### src/rtl/lin_interp_up8_if.sv
// Sample-in / interpolated-sample-out bundle for lin_interp_up8.
// The master side drives samples and ticks. The slave side returns outputs and diagnostics.
interface lin_interp_up8_if #(
  parameter int W  = 18,
  parameter int CW = 8
);
  logic [W-1:0]  x_in;
  logic          x_rdy;
  logic          tick;
  logic [W-1:0]  y_out;
  logic          y_vld;
  logic [CW-1:0] underrun_cnt;
  logic [CW-1:0] overrun_cnt;

  modport master (
    output x_in, x_rdy, tick,
    input  y_out, y_vld, underrun_cnt, overrun_cnt
  );

  modport slave (
    input  x_in, x_rdy, tick,
    output y_out, y_vld, underrun_cnt, overrun_cnt
  );
endinterface

### src/rtl/lin_interp_up8.sv
// Linear-interpolation upsampler by L = 2^LOG2L, paced by an external output tick.
// An accumulator steps from x_prev toward x_curr in L equal increments of delta.
module lin_interp_up8 #(
  parameter int W     = 18,
  parameter int LOG2L = 3,
  parameter int CW    = 8
) (
  input logic               clock,
  input logic               reset,
  lin_interp_up8_if.slave   bus
);
  localparam int unsigned L  = 1 << LOG2L;
  localparam int          AW = W + LOG2L + 1;
  localparam int          DW = W + 1;
  localparam int          KW = LOG2L + 1;

  typedef enum logic [1:0] {S_EMPTY, S_RUN, S_HOLD} state_t;

  state_t               state_q, state_d;
  logic signed [W-1:0]  x_prev_q, x_prev_d;
  logic signed [W-1:0]  x_curr_q, x_curr_d;
  logic signed [W-1:0]  y_q, y_d;
  logic signed [DW-1:0] delta_q, delta_d, delta_ld;
  logic signed [AW-1:0] acc_q, acc_d, acc_base;
  logic [KW-1:0]        k_q, k_d;
  logic                 vld_q, vld_d;
  logic [CW-1:0]        und_q, und_d;
  logic [CW-1:0]        ovr_q, ovr_d;

  always_comb begin
    delta_ld = DW'($signed(bus.x_in)) - DW'(x_curr_q);
    acc_base = AW'(x_curr_q) <<< LOG2L;

    state_d  = state_q;
    x_prev_d = x_prev_q;
    x_curr_d = x_curr_q;
    y_d      = y_q;
    delta_d  = delta_q;
    acc_d    = acc_q;
    k_d      = k_q;
    vld_d    = 1'b0;
    und_d    = und_q;
    ovr_d    = ovr_q;

    if (bus.x_rdy) begin
      if (state_q == S_RUN && k_q < KW'(L) && ovr_q != '1)
        ovr_d = ovr_q + 1'b1;
      x_prev_d = x_curr_q;
      x_curr_d = $signed(bus.x_in);
      delta_d  = delta_ld;
      acc_d    = acc_base;
      k_d      = '0;
      state_d  = S_RUN;
      // A coincident tick takes step 0 of the new segment: output old x_curr, advance once.
      if (bus.tick) begin
        y_d   = x_curr_q;
        vld_d = 1'b1;
        acc_d = acc_base + AW'(delta_ld);
        k_d   = KW'(1);
        if (k_d == KW'(L))
          state_d = S_HOLD;
      end
    end else if (bus.tick) begin
      vld_d = 1'b1;
      unique case (state_q)
        S_EMPTY: y_d = '0;
        S_RUN: begin
          y_d = W'(acc_q >>> LOG2L);
          if (k_q < KW'(L)) begin
            acc_d = acc_q + AW'(delta_q);
            k_d   = k_q + 1'b1;
            if (k_d == KW'(L))
              state_d = S_HOLD;
          end
        end
        S_HOLD: begin
          y_d = x_curr_q;
          if (und_q != '1)
            und_d = und_q + 1'b1;
        end
        default: y_d = y_q;
      endcase
    end
  end

  always_ff @(posedge clock) begin
    if (!reset) begin
      state_q  <= S_EMPTY;
      x_prev_q <= '0;
      x_curr_q <= '0;
      y_q      <= '0;
      delta_q  <= '0;
      acc_q    <= '0;
      k_q      <= '0;
      vld_q    <= 1'b0;
      und_q    <= '0;
      ovr_q    <= '0;
    end else begin
      state_q  <= state_d;
      x_prev_q <= x_prev_d;
      x_curr_q <= x_curr_d;
      y_q      <= y_d;
      delta_q  <= delta_d;
      acc_q    <= acc_d;
      k_q      <= k_d;
      vld_q    <= vld_d;
      und_q    <= und_d;
      ovr_q    <= ovr_d;
    end
  end

  assign bus.y_out        = y_q;
  assign bus.y_vld        = vld_q;
  assign bus.underrun_cnt = und_q;
  assign bus.overrun_cnt  = ovr_q;
endmodule

### src/flat_wrapper.sv
// flat-port wrapper written by rule: the top's interface ports become plain ports
module lin_interp_up8_flat 
#(
  parameter int W     = 18,
  parameter int LOG2L = 3,
  parameter int CW    = 8
)
  (clock, reset, bus_x_in, bus_x_rdy, bus_tick, bus_y_out, bus_y_vld, bus_underrun_cnt, bus_overrun_cnt);
  lin_interp_up8_if #(.W(W), .CW(CW)) bus_i ();
  input logic clock;
  input logic reset;
  input wire logic [$bits(bus_i.x_in)-1:0] bus_x_in;
  input wire logic [$bits(bus_i.x_rdy)-1:0] bus_x_rdy;
  input wire logic [$bits(bus_i.tick)-1:0] bus_tick;
  output wire logic [$bits(bus_i.y_out)-1:0] bus_y_out;
  output wire logic [$bits(bus_i.y_vld)-1:0] bus_y_vld;
  output wire logic [$bits(bus_i.underrun_cnt)-1:0] bus_underrun_cnt;
  output wire logic [$bits(bus_i.overrun_cnt)-1:0] bus_overrun_cnt;
  assign bus_i.x_in = bus_x_in;
  assign bus_i.x_rdy = bus_x_rdy;
  assign bus_i.tick = bus_tick;
  assign bus_y_out = bus_i.y_out;
  assign bus_y_vld = bus_i.y_vld;
  assign bus_underrun_cnt = bus_i.underrun_cnt;
  assign bus_overrun_cnt = bus_i.overrun_cnt;
  lin_interp_up8 #(.W(W), .LOG2L(LOG2L), .CW(CW)) u_core (.clock(clock), .reset(reset), .bus(bus_i));
endmodule
### config.mk
export PLATFORM = sky130hd
export DESIGN_NAME = lin_interp_up8_flat
export DESIGN_NICKNAME = d
export VERILOG_FILES = /design/src/rtl/lin_interp_up8_if.sv /design/src/rtl/lin_interp_up8.sv /design/src/flat_wrapper.sv
export SDC_FILE = /design/constraint.sdc
export NUM_CORES = 1
export LEC_CHECK = 0
export CORE_ASPECT_RATIO = 0.75
export CORE_UTILIZATION = 55
export CTS_CLUSTER_DIAMETER = 100
export DETAILED_ROUTE_END_ITERATION = 8
export GPL_TIMING_DRIVEN = 0
export PLACE_DENSITY = 0.87
export SLEW_MARGIN = 20
export SYNTH_ARGS = -nofsm -noshare
export SYNTH_HDL_FRONTEND = slang
export SYNTH_SLANG_ARGS = --single-unit
export TNS_END_PERCENT = 20
### constraint.sdc
create_clock -name clock -period 12.5 [get_ports clock]
set_input_delay 1.875 -clock clock [delete_from_list [all_inputs] [get_ports clock]]
set_output_delay 1.875 -clock clock [all_outputs]
set_load 0.02 [all_outputs]
; ---- Word-level counts from Yosys, hierarchy flattened
; Index checks and enable logic that the tools add are counted.
[word_totals]
reg_bits = 100
inputBits = 22
out_inout_bits = 35
wordCells = 59
[classes]
n_addsub = 6
magnitude_cmp = 1
n_eq_ne = 5
n_mux = 20
bitwise_logic = 2
n_reduce_logical = 15
[op_table]
columns = cell, n
row1 = $mux 22, 5
row2 = $mux 18, 3
row3 = $pmux 18 s3, 1
row4 = $add 21x19->22, 1
row5 = $add 22x19->22, 1
row6 = $sub 18x18->19, 1
row7 = $add 8x1->8 const B, 2
row8 = $mux 4, 4
row9 = $ne 8x8->1 const B, 2
row10 = $reduce_and 4->1, 3
row11 = $reduce_bool 2->1, 4
row12 = $mux 1, 7
row13 = $add 4x1->4 const B, 1
row14 = $eq 4x4->1 const B, 1
row15 = $lt 4x4->1 const B, 1
row16 = $reduce_and 2->1, 2
row17 = $reduce_bool 4->1, 1
row18 = $reduce_and 3->1, 1
row19 = $eq 2x1->1 const B, 1
row20 = $eq 2x2->1 const B, 1
row21 = $logic_and 1x1->1, 2
row22 = $logic_not 2->1, 1
row23 = $not 1->1, 2
row24 = $reduce_or 2->1, 1

; ---- Longest topological paths before layout
[depth]
ltp_word = 7
mapped_depth = 21
mapped_depth_nobuf = 21

; ---- Least setup slack after synthesis
; OpenSTA, ideal clock, no wires.
[synth_path]
path_type = input to register
from = input port bus_x_in[1]
to = register u_core.acc_q[20]
setup_ps = 122
arrival_time_ps = 5458
required_time_ps = 12378
slack_ps = 6920
path_stages = 18
path_buffers = 0
path_cell_list = ha_1 nor2b_1 o21ai_0 a2111o_1 a21oi_1 nor3_1 o41ai_1 xor2_1 ha_1 a21o_1 a21o_1 a21oi_1 o311a_1 nor3_1 or2_2 mux2i_1 mux2_1 o311a_1
[synth_between]
elab_chain_cells = 4
[synth_lines]
columns = item, line
row1 = "start, declared", flat_wrapper.sv:12  ; input wire logic [$bits(bus_i.x_in)-1:0] bus_x_in;
row2 = $sub 18x18->19, lin_interp_up8.sv:31  ; delta_ld = DW'($signed(bus.x_in)) - DW'(x_curr_q);
row3 = named net u_core.delta_ld[15], lin_interp_up8.sv:23  ; logic signed [DW-1:0] delta_q, delta_d, delta_ld;
row4 = $add 21x19->22, lin_interp_up8.sv:58  ; acc_d = acc_base + AW'(delta_ld);
row5 = $mux 22, lin_interp_up8.sv:55  ; if (bus.tick) begin
row6 = $mux 22, lin_interp_up8.sv:45  ; if (bus.x_rdy) begin
row7 = "end signal, assigned", lin_interp_up8.sv:93  ; acc_q <= '0;
row8 = "end signal, assigned", lin_interp_up8.sv:104  ; acc_q <= acc_d;
row9 = "end, declared", lin_interp_up8.sv:24  ; logic signed [AW-1:0] acc_q, acc_d, acc_base;
; The timed path passes the listed nets, and every way through them passes these cells.
; A chain may end at the register's enable or synchronous reset.

; ---- Worst setup path in the final report
[layout_path]
from = input port bus_x_in[0]
to = register u_core.acc_q[20]
; The elaborated chain is that of the path after synthesis.

==> run metrics <==
Final Setup Violations 0; synth unique cells 64; worst-path maximum fanout 4; first drt pass iteration count 6; maximum number of pins on one net before global-route repair 20; Area Growth Syn to Fin 15.4%; CTS Root Cell clkbuf_16; CP Class in2reg; drt initial violations roughly 720; IO buf count 54; pre-CTS setup slack around 5.8 ns; pwr dens ~120 nW/um^2; layout cells sized above 1 about 3.3%; Syn Nets 918; CP Capture Type flip-flop; CTS max path bufs 2; Post-Syn Instances ~830; worst min-delay path class reg2reg; Post-Route Utilization 66.0%; post-synthesis cell area between 6000 and 7000 sq um; CTS Sinks 99; clock slew at reported path FFs ~0.080 ns; core box area roughly 12,000 sq um; max-slew violations 0; VDD IR-drop max 81.9 uV; Avg Inst Size Synth slightly above 8 sq um; clock latency on the worst-skew pair roughly 0.36 ns; die area between 10,000 and 15,000 sq um; RSZ-0062 raised after global routing false; DIE WIDTH ~130 microns; maximum clock rate around 160 MHz; setup_tns 0 ns; Yosys reg bits 99; Max Cap Violations 0; Slew @ Worst Pin 1.04 ns; Row Count 34; Post-synth EDFFs 0; status complete, no violations; max_slew headroom roughly 31%; Via density approximately 6.3; Final Skew about 0.009 ns; dpl hpwl between 10,000 and 15,000 microns; period utilization 51.1%; min setup slack post-route about 6.1 ns; Seq/Total Area, Yosys between 20% and 30%; first-pass GRT wire length ~31,000 microns; critical path arrival about 6.6 ns; hold buffer count at CTS 0; global-route usage over all layers 32.3%; TritonCTS Buffers 9; CTS tree yes; gpl congestion about 0.97; DR WL/cell 18.6 microns; Req. time, crit path 12.75 ns; initial antenna violation count 0; final hold viol count 0; Tmin final 6.39 ns; GRT overflow 0; ys flop type dfxtp_1; Layout Nets around 980; DRC viols 0; async set-reset flop share out of synthesis 0%; final WL 19,800 microns; Post-CTS Setup Bufs 0; Starting Density 57.2%; DRT antenna net count 0; vias 6,662; n_diodes 0; Yosys warning total 0; leakage around 3.2 nW; vias in the first global route roughly 6,100; CTS-repair resized insts 0; H-tree levels 3; fillers just over 1,000; CP Launch Type input pin; I/O pin total 57; Die Y-Extent a little under 100 microns
==> synth_stat cells, types with 23 or more instances <==
cell / instances / area share (%)
ha_1: 61 / 11
o21ai_0: 39 / 2.9
a21oi_1: 64 / 4.8
mux2i_1: 40 / 5.9
nand2_1: 58 / 3.2
nor2_1: 111 / 6.2
inv_1: 37 / 2.1
xor2_1: 23 / 3.0
xnor2_1: 26 / 3.4
dfxtp_1: 99 / 29
a211oi_1: 29 / 3.2
clkbuf_1: 34 / 1.9
==> metal layers <==
layer | vias up | share of wire, % | track usage (%)
met4 | 0 | 2.6 | 11.3
met2 | 377 | 41 | 46.4
li1 | 3144 | - | -
met3 | 42 | 13 | 9.48
met1 | 3099 | 44 | 45.6
met5 | - | 0 | 0
==> layout by cell type, fill, tap and decap left out, types with 12 or more instances in the layout <==
master / n
dfxtp_1: 99
a211oi_1: 29
a22oi_1: 18
nor2_1: 111
a21oi_1: 64
ha_1: 61
nor3_1: 18
clkdlybuf4s50_1: 54
clkbuf_1: 34
mux2i_1: 40
o211ai_1: 12
xnor2_1: 26
inv_1: 37
o21ai_0: 39
nand3_1: 12
nand2_1: 58
a21o_1: 13
xor2_1: 23
nand2b_1: 14
==> kinds of logic (layout without fill, tap and decap cells) <==
kind of cell	count (synthesis)	count (layout)	share of synthesized area (%)
and+or+nand+nor	266	266	18.1
adders and majority gates	64	64	12.2
AOI/OAI and AO/OA	235	235	23.3
DFF	99	99	29.4
xor gates and xnor gates	49	49	6.37
buffers and inverters	77	147	4.29
muxes	42	42	6.27
==> final timing paths <==
check                               startpoint                                end  slack, ns  cells after the start
max                                bus_x_in[0]      u_core.acc_q[20]$_SDFFE_PN0P_       6.11                     21
min          u_core.bus.y_out[15]$_SDFFE_PN0P_  u_core.bus.y_out[15]$_SDFFE_PN0P_       0.50                      2
min reg2reg  u_core.bus.y_out[15]$_SDFFE_PN0P_  u_core.bus.y_out[15]$_SDFFE_PN0P_       0.50                      2
max reg2reg    u_core.x_curr_q[1]$_SDFFE_PN0P_      u_core.acc_q[20]$_SDFFE_PN0P_       7.51                     18
==> where the power goes <==
part | internal (W) | switching, W
clock network | 0.000141 | 0.000141
registers | 0.000338 | 0.0000201
logic | 0.000128 | 0.000181
total | 0.000607 | 0.000342
==> state kept, by name, summed over array words and instances, names as in the netlist <==
name and count:
u_core.bus.underrun_cnt 8, u_core.delta_q 19, u_core.bus.y_out 18, u_core.state_q 2
u_core.k_q 4, u_core.x_curr_q 18, u_core.acc_q 21, u_core.bus.overrun_cnt 8
u_core.bus.y_vld 1
==> worst max-delay path, stage by stage <==
cell and delay (ns):
clkdlybuf4s50_1 0.48, inv_1 0.05, ha_1 0.22, fa_1 0.41
nor2b_1 0.16, o31ai_1 0.14, a211oi_1 0.24, o21ai_0 0.12
a21boi_0 0.29, o21ai_0 0.12, nand2b_1 0.15, xor2_1 0.09
ha_1 0.22, a2111o_1 0.36, a31oi_1 0.45, o311a_1 0.27
nor3_1 0.07, or2_2 0.28, mux2i_1 0.15, mux2_1 0.36
o311a_1 0.12
==> through the flow <==
stage | hold WS, ns | area (sq um) | cells | power (W)
after CTS | 0.499 | 7780 | 1064 | 0.000940
after global routing | 0.526 | 7780 | 1064 | 0.000995
final | 0.500 | 7780 | 1064 | 0.000949
after floorplan | 0.450 | 6740 | 832 | 0.000583
after global placement | 0.466 | 7480 | 1048 | 0.000652
after detailed placement | 0.488 | 7480 | 1048 | 0.000662
==> layout make-up <==
type | count | area (sq um) | share of cell area, %
Clock inverter | 7 | 72.6 | 0.932
Clock buffer | 9 | 225 | 2.89
Sequential cell | 99 | 1980 | 25.5
Multi-Input combinational cell | 656 | 4470 | 57.4
Tap cell | 162 | 203 | 2.60
Timing Repair Buffer | 54 | 541 | 6.95
Inverter | 39 | 146 | 1.88
Buffer | 38 | 143 | 1.83
Note: power is estimated with default switching activity, not from simulation.
